**config.mk**
```make
export PLATFORM = sky130hd
export DESIGN_NAME = bcd_display_scan
export DESIGN_NICKNAME = d
export VERILOG_FILES = /design/src/rtl/bcd_disp_pkg.sv /design/src/rtl/bcd_to_seg7.sv /design/src/rtl/bcd_display_scan.sv
export SDC_FILE = /design/constraint.sdc
export NUM_CORES = 1
export LEC_CHECK = 0
export ABC_AREA = 0
export BUFFER_PORTS_ARGS = -buffer_cell sky130_fd_sc_hd__buf_2
export CORE_ASPECT_RATIO = 0.75
export CORE_MARGIN = 4
export CORE_UTILIZATION = 58
export DETAILED_ROUTE_END_ITERATION = 10
export PLACE_DENSITY = 0.77
export SYNTH_ARGS = -nofsm -noshare
export SYNTH_HDL_FRONTEND = slang
export SYNTH_SLANG_ARGS = --single-unit
```
**constraint.sdc**
```tcl
create_clock -name clk -period 3.2 [get_ports clk]
set_input_delay 0.48 -clock clk [delete_from_list [all_inputs] [get_ports clk]]
set_output_delay 0.48 -clock clk [all_outputs]
set_load 0.05 [all_outputs]
```
**src/rtl/bcd_disp_pkg.sv**
```systemverilog
// Shared types and segment encodings for the BCD display scanner.
// Segment vectors are logical (1 = lit), ordered {g,f,e,d,c,b,a}.
package bcd_disp_pkg;

    typedef enum logic [1:0] {
        DIG0 = 2'd0,
        DIG1 = 2'd1,
        DIG2 = 2'd2,
        DIG3 = 2'd3
    } digit_idx_t;

    localparam logic [6:0] SEG_0     = 7'b0111111;
    localparam logic [6:0] SEG_1     = 7'b0000110;
    localparam logic [6:0] SEG_2     = 7'b1011011;
    localparam logic [6:0] SEG_3     = 7'b1001111;
    localparam logic [6:0] SEG_4     = 7'b1100110;
    localparam logic [6:0] SEG_5     = 7'b1101101;
    localparam logic [6:0] SEG_6     = 7'b1111101;
    localparam logic [6:0] SEG_7     = 7'b0000111;
    localparam logic [6:0] SEG_8     = 7'b1111111;
    localparam logic [6:0] SEG_9     = 7'b1101111;
    localparam logic [6:0] SEG_DASH  = 7'b1000000;
    localparam logic [6:0] SEG_BLANK = 7'b0000000;

endpackage

```
**src/rtl/bcd_to_seg7.sv**
```systemverilog
// Combinational BCD to logical 7-segment decode; non-BCD codes show a dash.
module bcd_to_seg7
    import bcd_disp_pkg::*;
(
    input  logic [3:0] bcd_i,
    output logic [6:0] seg_o
);

    always_comb begin
        seg_o = SEG_DASH;
        case (bcd_i)
            4'd0:    seg_o = SEG_0;
            4'd1:    seg_o = SEG_1;
            4'd2:    seg_o = SEG_2;
            4'd3:    seg_o = SEG_3;
            4'd4:    seg_o = SEG_4;
            4'd5:    seg_o = SEG_5;
            4'd6:    seg_o = SEG_6;
            4'd7:    seg_o = SEG_7;
            4'd8:    seg_o = SEG_8;
            4'd9:    seg_o = SEG_9;
            default: seg_o = SEG_DASH;
        endcase
    end

endmodule

```
**src/rtl/bcd_display_scan.sv**
```systemverilog
// Multiplexed 4-digit 7-segment scanner with per-frame digit snapshot and blinking colon.
// Define BCD_SCAN_LZB_EN to blank a zero in the tens-of-hours digit (its enable still asserts).
module bcd_display_scan
    import bcd_disp_pkg::*;
#(
    parameter int unsigned SCAN_DIV       = 50000,
    parameter int unsigned BLINK_FRAMES   = 250,
    parameter bit          SEG_ACTIVE_LOW = 1'b1,
    parameter bit          AN_ACTIVE_LOW  = 1'b1
)
(
    input  logic       clk,
    input  logic       reset_n,
    input  logic [3:0] ms_hour,
    input  logic [3:0] ls_hour,
    input  logic [3:0] ms_min,
    input  logic [3:0] ls_min,
    output logic [6:0] seg,
    output logic       dp,
    output logic [3:0] an,
    output logic       frame_start
);

    localparam int unsigned CNT_W   = $clog2(SCAN_DIV);
    localparam int unsigned BLK_W   = $clog2(BLINK_FRAMES + 1);
    localparam logic [6:0]  SEG_OFF = {7{SEG_ACTIVE_LOW}};
    localparam logic [3:0]  AN_OFF  = {4{AN_ACTIVE_LOW}};

    logic [CNT_W-1:0] presc_q, presc_d;
    logic             tick;
    digit_idx_t       idx_q, idx_d;
    logic [15:0]      snap_q, snap_d;
    logic [BLK_W-1:0] blink_cnt_q, blink_cnt_d;
    logic             phase_q, phase_d;
    logic [6:0]       seg_q, seg_d;
    logic             dp_q, dp_d;
    logic [3:0]       an_q, an_d;
    logic             fs_q, fs_d;
    logic [3:0]       digit_mux;
    logic [6:0]       seg_logic;
    logic [6:0]       seg_shown;

    assign tick = (presc_q == CNT_W'(SCAN_DIV - 1));

    always_ff @(posedge clk or negedge reset_n) begin
        if (!reset_n) begin
            idx_q <= DIG0;
        end else begin
            idx_q <= idx_d;
        end
    end

    // Scan runs 3->2->1->0->3; from reset index 0 the first tick lands on 3.
    always_comb begin
        idx_d = idx_q;
        if (tick) begin
            idx_d = digit_idx_t'(idx_q - 2'd1);
        end
    end

    // Digit 3 comes straight from the input so it matches the snapshot taken on the same edge.
    always_comb begin
        digit_mux = ms_hour;
        case (idx_d)
            DIG3:    digit_mux = ms_hour;
            DIG2:    digit_mux = snap_q[11:8];
            DIG1:    digit_mux = snap_q[7:4];
            DIG0:    digit_mux = snap_q[3:0];
            default: digit_mux = ms_hour;
        endcase
    end

    bcd_to_seg7 u_decode (
        .bcd_i (digit_mux),
        .seg_o (seg_logic)
    );

    always_comb begin
        seg_shown = seg_logic;
`ifdef BCD_SCAN_LZB_EN
        if ((idx_d == DIG3) && (digit_mux == 4'd0)) begin
            seg_shown = SEG_BLANK;
        end
`endif
        seg_d = seg_q;
        an_d  = an_q;
        dp_d  = dp_q;
        fs_d  = 1'b0;
        if (tick) begin
            seg_d = seg_shown ^ {7{SEG_ACTIVE_LOW}};
            an_d  = (4'b0001 << idx_d) ^ {4{AN_ACTIVE_LOW}};
            dp_d  = ((idx_d == DIG2) && phase_q) ^ SEG_ACTIVE_LOW;
            fs_d  = (idx_d == DIG3);
        end
    end

    // A frame_start marks the beginning of a frame, so the count reaching BLINK_FRAMES
    // here means that many frames have fully completed.
    always_comb begin
        presc_d     = tick ? '0 : presc_q + 1'b1;
        snap_d      = snap_q;
        blink_cnt_d = blink_cnt_q;
        phase_d     = phase_q;
        if (tick && (idx_d == DIG3)) begin
            snap_d = {ms_hour, ls_hour, ms_min, ls_min};
        end
        if (fs_q) begin
            if (blink_cnt_q == BLK_W'(BLINK_FRAMES)) begin
                blink_cnt_d = BLK_W'(1);
                phase_d     = ~phase_q;
            end else begin
                blink_cnt_d = blink_cnt_q + 1'b1;
            end
        end
    end

    always_ff @(posedge clk or negedge reset_n) begin
        if (!reset_n) begin
            presc_q     <= '0;
            snap_q      <= '0;
            blink_cnt_q <= '0;
            phase_q     <= 1'b0;
            seg_q       <= SEG_OFF;
            dp_q        <= SEG_ACTIVE_LOW;
            an_q        <= AN_OFF;
            fs_q        <= 1'b0;
        end else begin
            presc_q     <= presc_d;
            snap_q      <= snap_d;
            blink_cnt_q <= blink_cnt_d;
            phase_q     <= phase_d;
            seg_q       <= seg_d;
            dp_q        <= dp_d;
            an_q        <= an_d;
            fs_q        <= fs_d;
        end
    end

    assign seg         = seg_q;
    assign dp          = dp_q;
    assign an          = an_q;
    assign frame_start = fs_q;

endmodule

```
Word level (Yosys, flattened, before mapping)
Memory sizes are Yosys's and may differ from the RTL's.
Cells that the tools add are included.
{ "totals": {"input_bits": 18, "ff_bits": 52, "rom_bits": 112, "memories": 1, "output_inout_bits": 13} }
{ "op_classes": {"addsub": 3, "n_reduce_logical": 4, "mux": 5, "bitwise_logic": 4, "shifts": 1, "eq_ne": 5} }
{ "mem_list": {"columns": ["name", "words", "word_bits", "rd", "rd_clocked_by_memory_dff", "wr", "line", "rtl"], "rows": [
  ["(no name shown)", 16, 7, 1, 0, 0, "bcd_to_seg7.sv:11", "case (bcd_i)"]
]} }
{ "ops": {"columns": ["op", "n"], "rows": [
  ["$add 16x1->16 const B", 1],
  ["$eq 16x16->1 const B", 1],
  ["$mux 16", 1],
  ["$pmux 4 s4", 1],
  ["$add 8x1->8 const B", 1],
  ["$eq 8x8->1 const B", 1],
  ["$mux 8", 1],
  ["$not 7->7", 1],
  ["$eq 2x2->1 const B", 2],
  ["$not 4->4", 1],
  ["$shl 1x2->4 const A", 1],
  ["$eq 2x1->1 const B", 1],
  ["$logic_and 1x1->1", 2],
  ["$logic_not 2->1", 1],
  ["$mux 2", 1],
  ["$not 1->1", 2],
  ["$reduce_and 2->1", 1],
  ["$sub 2x1->2 const B", 1],
  ["$mux 1", 1]
]} }

Depth between registers and ports, before layout
An unclocked memory read counts as a cell.
{ "depth": {"word_depth": 6, "ltp_mapped": 11, "mapped_depth_nobuf": 10} }

Modules after synthesis
From an unflattened synthesis, not the netlist that was laid out.
{ "hier_totals": {"hier_cells": 267, "area_unflattened_um2": 2755.1} }
{ "modules_own_cells": {"columns": ["mod", "seq_area_each_um2", "cells_each", "area_per_inst_um2", "instances"], "rows": [
  ["bcd_display_scan", 1316.3, 238, 2527.4, 1],
  ["bcd_to_seg7", 0.0, 29, 227.7, 1]
]} }

Worst setup path before layout
Ideal clock, no wire load.
{ "synth_timing": {"path_kind": "flip-flop to flip-flop", "start": "register presc_q[7]", "end": "register seg_q[3] (netlist: seg[3])", "period_less_slack_ps": 2562, "path_buffers": 2, "setup_slack_ps": 638, "required_ps": 3106, "stages_incl_launch_ff": 11, "t_arrival_ps": 2468, "setup_time_ps": 94, "path_cell_list": "dfrtp_1 or4b_4 nor4_2 buf_6 buf_6 mux2i_1 a211oi_2 inv_1 ha_1 mux2i_1 o211ai_1"} }
{ "synth_between": {"elab_chain_cells": 6, "word_cells_on_any_way": 9, "cone_classes": "4 x eq/ne; 2 x mux; 1 x bitwise; 1 x reduce/logical; 1 x memory"} }
{ "synth_rtl": {"columns": ["item", "line", "rtl"], "rows": [
  ["from (decl)", "bcd_display_scan.sv:29", "logic [CNT_W-1:0] presc_q, presc_d;"],
  ["from (signal assigned)", "bcd_display_scan.sv:128", "presc_q <= presc_d;"],
  ["$eq 16x16->1 *", "bcd_display_scan.sv:43", "assign tick = (presc_q == CNT_W'(SCAN_DIV - 1));"],
  ["$mux 2", "bcd_display_scan.sv:56", "if (tick) begin"],
  ["$eq 2x1->1 (tied with other cells)", "bcd_display_scan.sv:64", "case (idx_d)"],
  ["$pmux 4 s4", "bcd_display_scan.sv:64", null],
  ["$mem_v2 16x7", null, null],
  ["$not 7->7 (no line)", null, null],
  ["to (signal assigned)", "bcd_display_scan.sv:132", "seg_q <= seg_d;"],
  ["to (decl)", "bcd_display_scan.sv:35", "logic [6:0] seg_q, seg_d;"]
]} }
Every way passes the cells marked *; elsewhere a longest branch is shown, timed or not.
A chain may end at the register's enable or synchronous reset.

Final worst setup path
Same ends and word-level chain as after synthesis.

==> run metrics <==
status=completed; leakage power=1.440 nW; largest net degree at the start of global routing=38; Fin Clk Skew=0.005326 ns; syn_area_per_cell=10.59 µm²; Crit-path slowest cell=or4b_4; leading area contributor after synthesis=dfrtp_1; Final Hold Viols=0; Slew headroom=58.04%; GR Overflow Total=0; Post-synth EDFFs=0; CTS tree=done; Final ANT Viol Nets=0; Post-CTS Hold Fix Bufs=0; CTS Buf Count=5; Die ar.=0.005844 mm²; CTS Root Cell=clkbuf_8; Die Span Y=67.21 µm; Hold WC Path Type=input port to asynchronous set/reset pin; gpl congestion=0.8958; H-tree Lvls=2; clk_lat worst skew=0.30 ns; Slew @ Worst Pin=0.6294 ns; Max Freq=0.3659 GHz; starting density of the core=60.35%; pwr dens=369.4 mW/mm²; sequential cell area fraction in the yosys report=48.55%; initial antenna violation count=0; die width=86.95 µm; Arrival @ worst endpoint=2.96 ns; reg2reg end=seg[3]$_DFFE_PN1N_; RSZ-0062 raised after global routing=false; crit-path max FO=36; Vias=1876; Slew Viols, Final=0; final WL=4767 µm; via/cell ratio=5.485; Site Rows=21; Period minus WS final=2.733 ns; reg2reg path depth=9; drt pass-1 iters=4; Setup CP Type=register to register; Max stage delay on crit path=0.56 ns; Setup Fix Bufs, Post-CTS=0; Final Net Count=310; most used cell, CP=mux2i_1; Max Root-Sink Buffers=2; Req. time, crit path=3.42 ns; Seq cells post-synth=52; met2 WL=2041 µm; uppermost layer routed=met4; Cell Chain, Critical Path=or4b_4 > nor4_4 > buf_12 > mux2i_1 > a211oi_2 > inv_1 > ha_1 > mux2i_1 > o211ai_1; syn nets=282; HPWL after DPL=3448 µm; R2R Setup Slk=0.47 ns; core footprint=0.004493 mm²; Synth top area share=36.92%; prevailing post-synth register cell=dfrtp_1; clock slew at reported path FFs=0.09 ns; Synth Cell Area=0.002711 mm²; max-cap viol count=0; Met1 Routed Length=2433 µm; post_cts resized=0; worst vdd ir=0.2427 mV; final setup TNS=0 ns; final setup vio count=0; GRT Util Overall=18.38%; port bufs=30; top cells by area, synth=dfrtp_1 37%, dfstp_2 12%, mux2_2 7.1%, nand2_1 6.0%, mux2i_1 5.5%; share of cells above drive strength 1=28.07%; Syn. warnings=0; met3 wire length=238 µm; antenna cell count=0; drt wl/cell=13.94 µm; Overall Power=1.110 mW; unique cell type count in the Yosys netlist=43; vias in the first global route=1735; Clock Sinks=52; crit start category=register; critical path capture point type=register; Area Growth Syn to Fin=10.84%; worst reg2reg path startpoint=presc_q[7]$_DFF_PN0_; num ports=31; DRT iter0 DRCs=113; Post-Syn Instances=256; first-pass GRT wire length=8321 µm; drc violations=0; asr flop ratio synth=100.0%; Final period util=85.39%
-- stage by stage --
| stage | instances | util [%] | setup WS, ns | hold WS (ns) | area [µm²] |
|---|---|---|---|---|---|
| 6_report | 342 | 66.89 | 0.4674 | 0.06879 | 3005 |
| 2_1_floorplan | 256 | - | 0.6384 | 0.1844 | 2711 |
| 4_1_cts | 342 | 66.89 | 0.4602 | 0.07195 | 3005 |
| 3_5_place_dp | 334 | 64.83 | 0.4599 | 0.4099 | 2913 |
| 3_3_place_gp | 334 | 64.83 | 0.5155 | 0.4064 | 2913 |
| 5_1_grt | 342 | 66.89 | 0.2902 | 0.08063 | 3005 |
-- worst max path at each step --
stage,start,to,cells after the start
global placement,presc_q[7]$_DFF_PN0_,seg[3]$_DFFE_PN1N_,9
finish,presc_q[7]$_DFF_PN0_,seg[3]$_DFFE_PN1N_,9
global route,presc_q[12]$_DFF_PN0_,seg[0]$_DFFE_PN1N_,9
detailed placement,presc_q[7]$_DFF_PN0_,seg[3]$_DFFE_PN1N_,9
floorplan,presc_q[7]$_DFF_PN0_,seg[3]$_DFFE_PN1N_,10
CTS,presc_q[7]$_DFF_PN0_,seg[3]$_DFFE_PN1N_,9
-- cell usage after synthesis, drive strengths merged (2+ instances only) --
library cell / instances
mux2: 17
nand2: 43
inv: 5
a31oi: 3
nor3: 2
nand4: 3
nor2: 26
a211oi: 3
o211ai: 4
buf: 3
clkbuf: 8
and3: 6
ha: 8
nor2b: 2
nand3: 8
dfrtp: 40
xor2: 12
or4bb: 2
a211o: 3
xnor2: 7
o21ai: 7
mux2i: 17
and2: 3
dfstp: 12
-- worst max-delay path, delay by kind of cell, from the launching register on --
kind	cells	cell delay (ns)
simple gates	2	0.87
buf+inv	2	0.39
fa+ha+maj	1	0.23
flops	1	0.42
compound gates	2	0.47
mux	2	0.27
-- routing by layer --
layer	up-vias	GRT usage, %
met5	-	0
met4	0	5.253
met3	7	4.512
met2	39	26.33
met1	891	27.62
li1	939	-
-- sequential cells by signal (all words and copies together), names as in the netlist --
name         flops
presc_q         16
snap_q          12
blink_cnt_q      8
seg              7
an               4
idx_q            2
dp               1
frame_start      1
phase_q          1
-- layout by cell type, fill, tap and decap left out, drive strengths merged, types with 5 or more instances in the layout --
| master | instances |
|---|---|
| inv | 5 |
| buf | 32 |
| mux2i | 17 |
| clkbuf | 6 |
| nand3 | 8 |
| dfstp | 12 |
| nand2 | 43 |
| and3 | 6 |
| mux2 | 17 |
| xor2 | 12 |
| xnor2 | 7 |
| nor2 | 26 |
| ha | 8 |
| o21ai | 7 |
| dfrtp | 40 |
-- final cells by class --
cell class | instances | area, µm²
sequential | 52 | 1316
inverter | 6 | 22.52
multi-input combinational | 187 | 1325
timing repair buffer | 32 | 177.7
clock buffer | 6 | 82.58
tap | 57 | 71.32
fill | 361 | 1488
clock inverter | 2 | 10.01
-- logic make-up after synthesis --
logic type	Yosys count	synth area share, %
AOI/OAI and AO/OA	27	8.030
and+or+nand+nor	99	17.07
DFF	52	48.55
adders and majority gates	8	3.692
muxes	34	13.61
xor gates and xnor gates	19	6.138
buffers and inverters	17	2.907
-- power by group --
part | switching (mW) | internal [mW]
combinational | 0.0339 | 0.0258
sequential | 0.00431 | 0.665
clock | 0.208 | 0.173
total | 0.246 | 0.864
(Power assumes the default switching activity.)
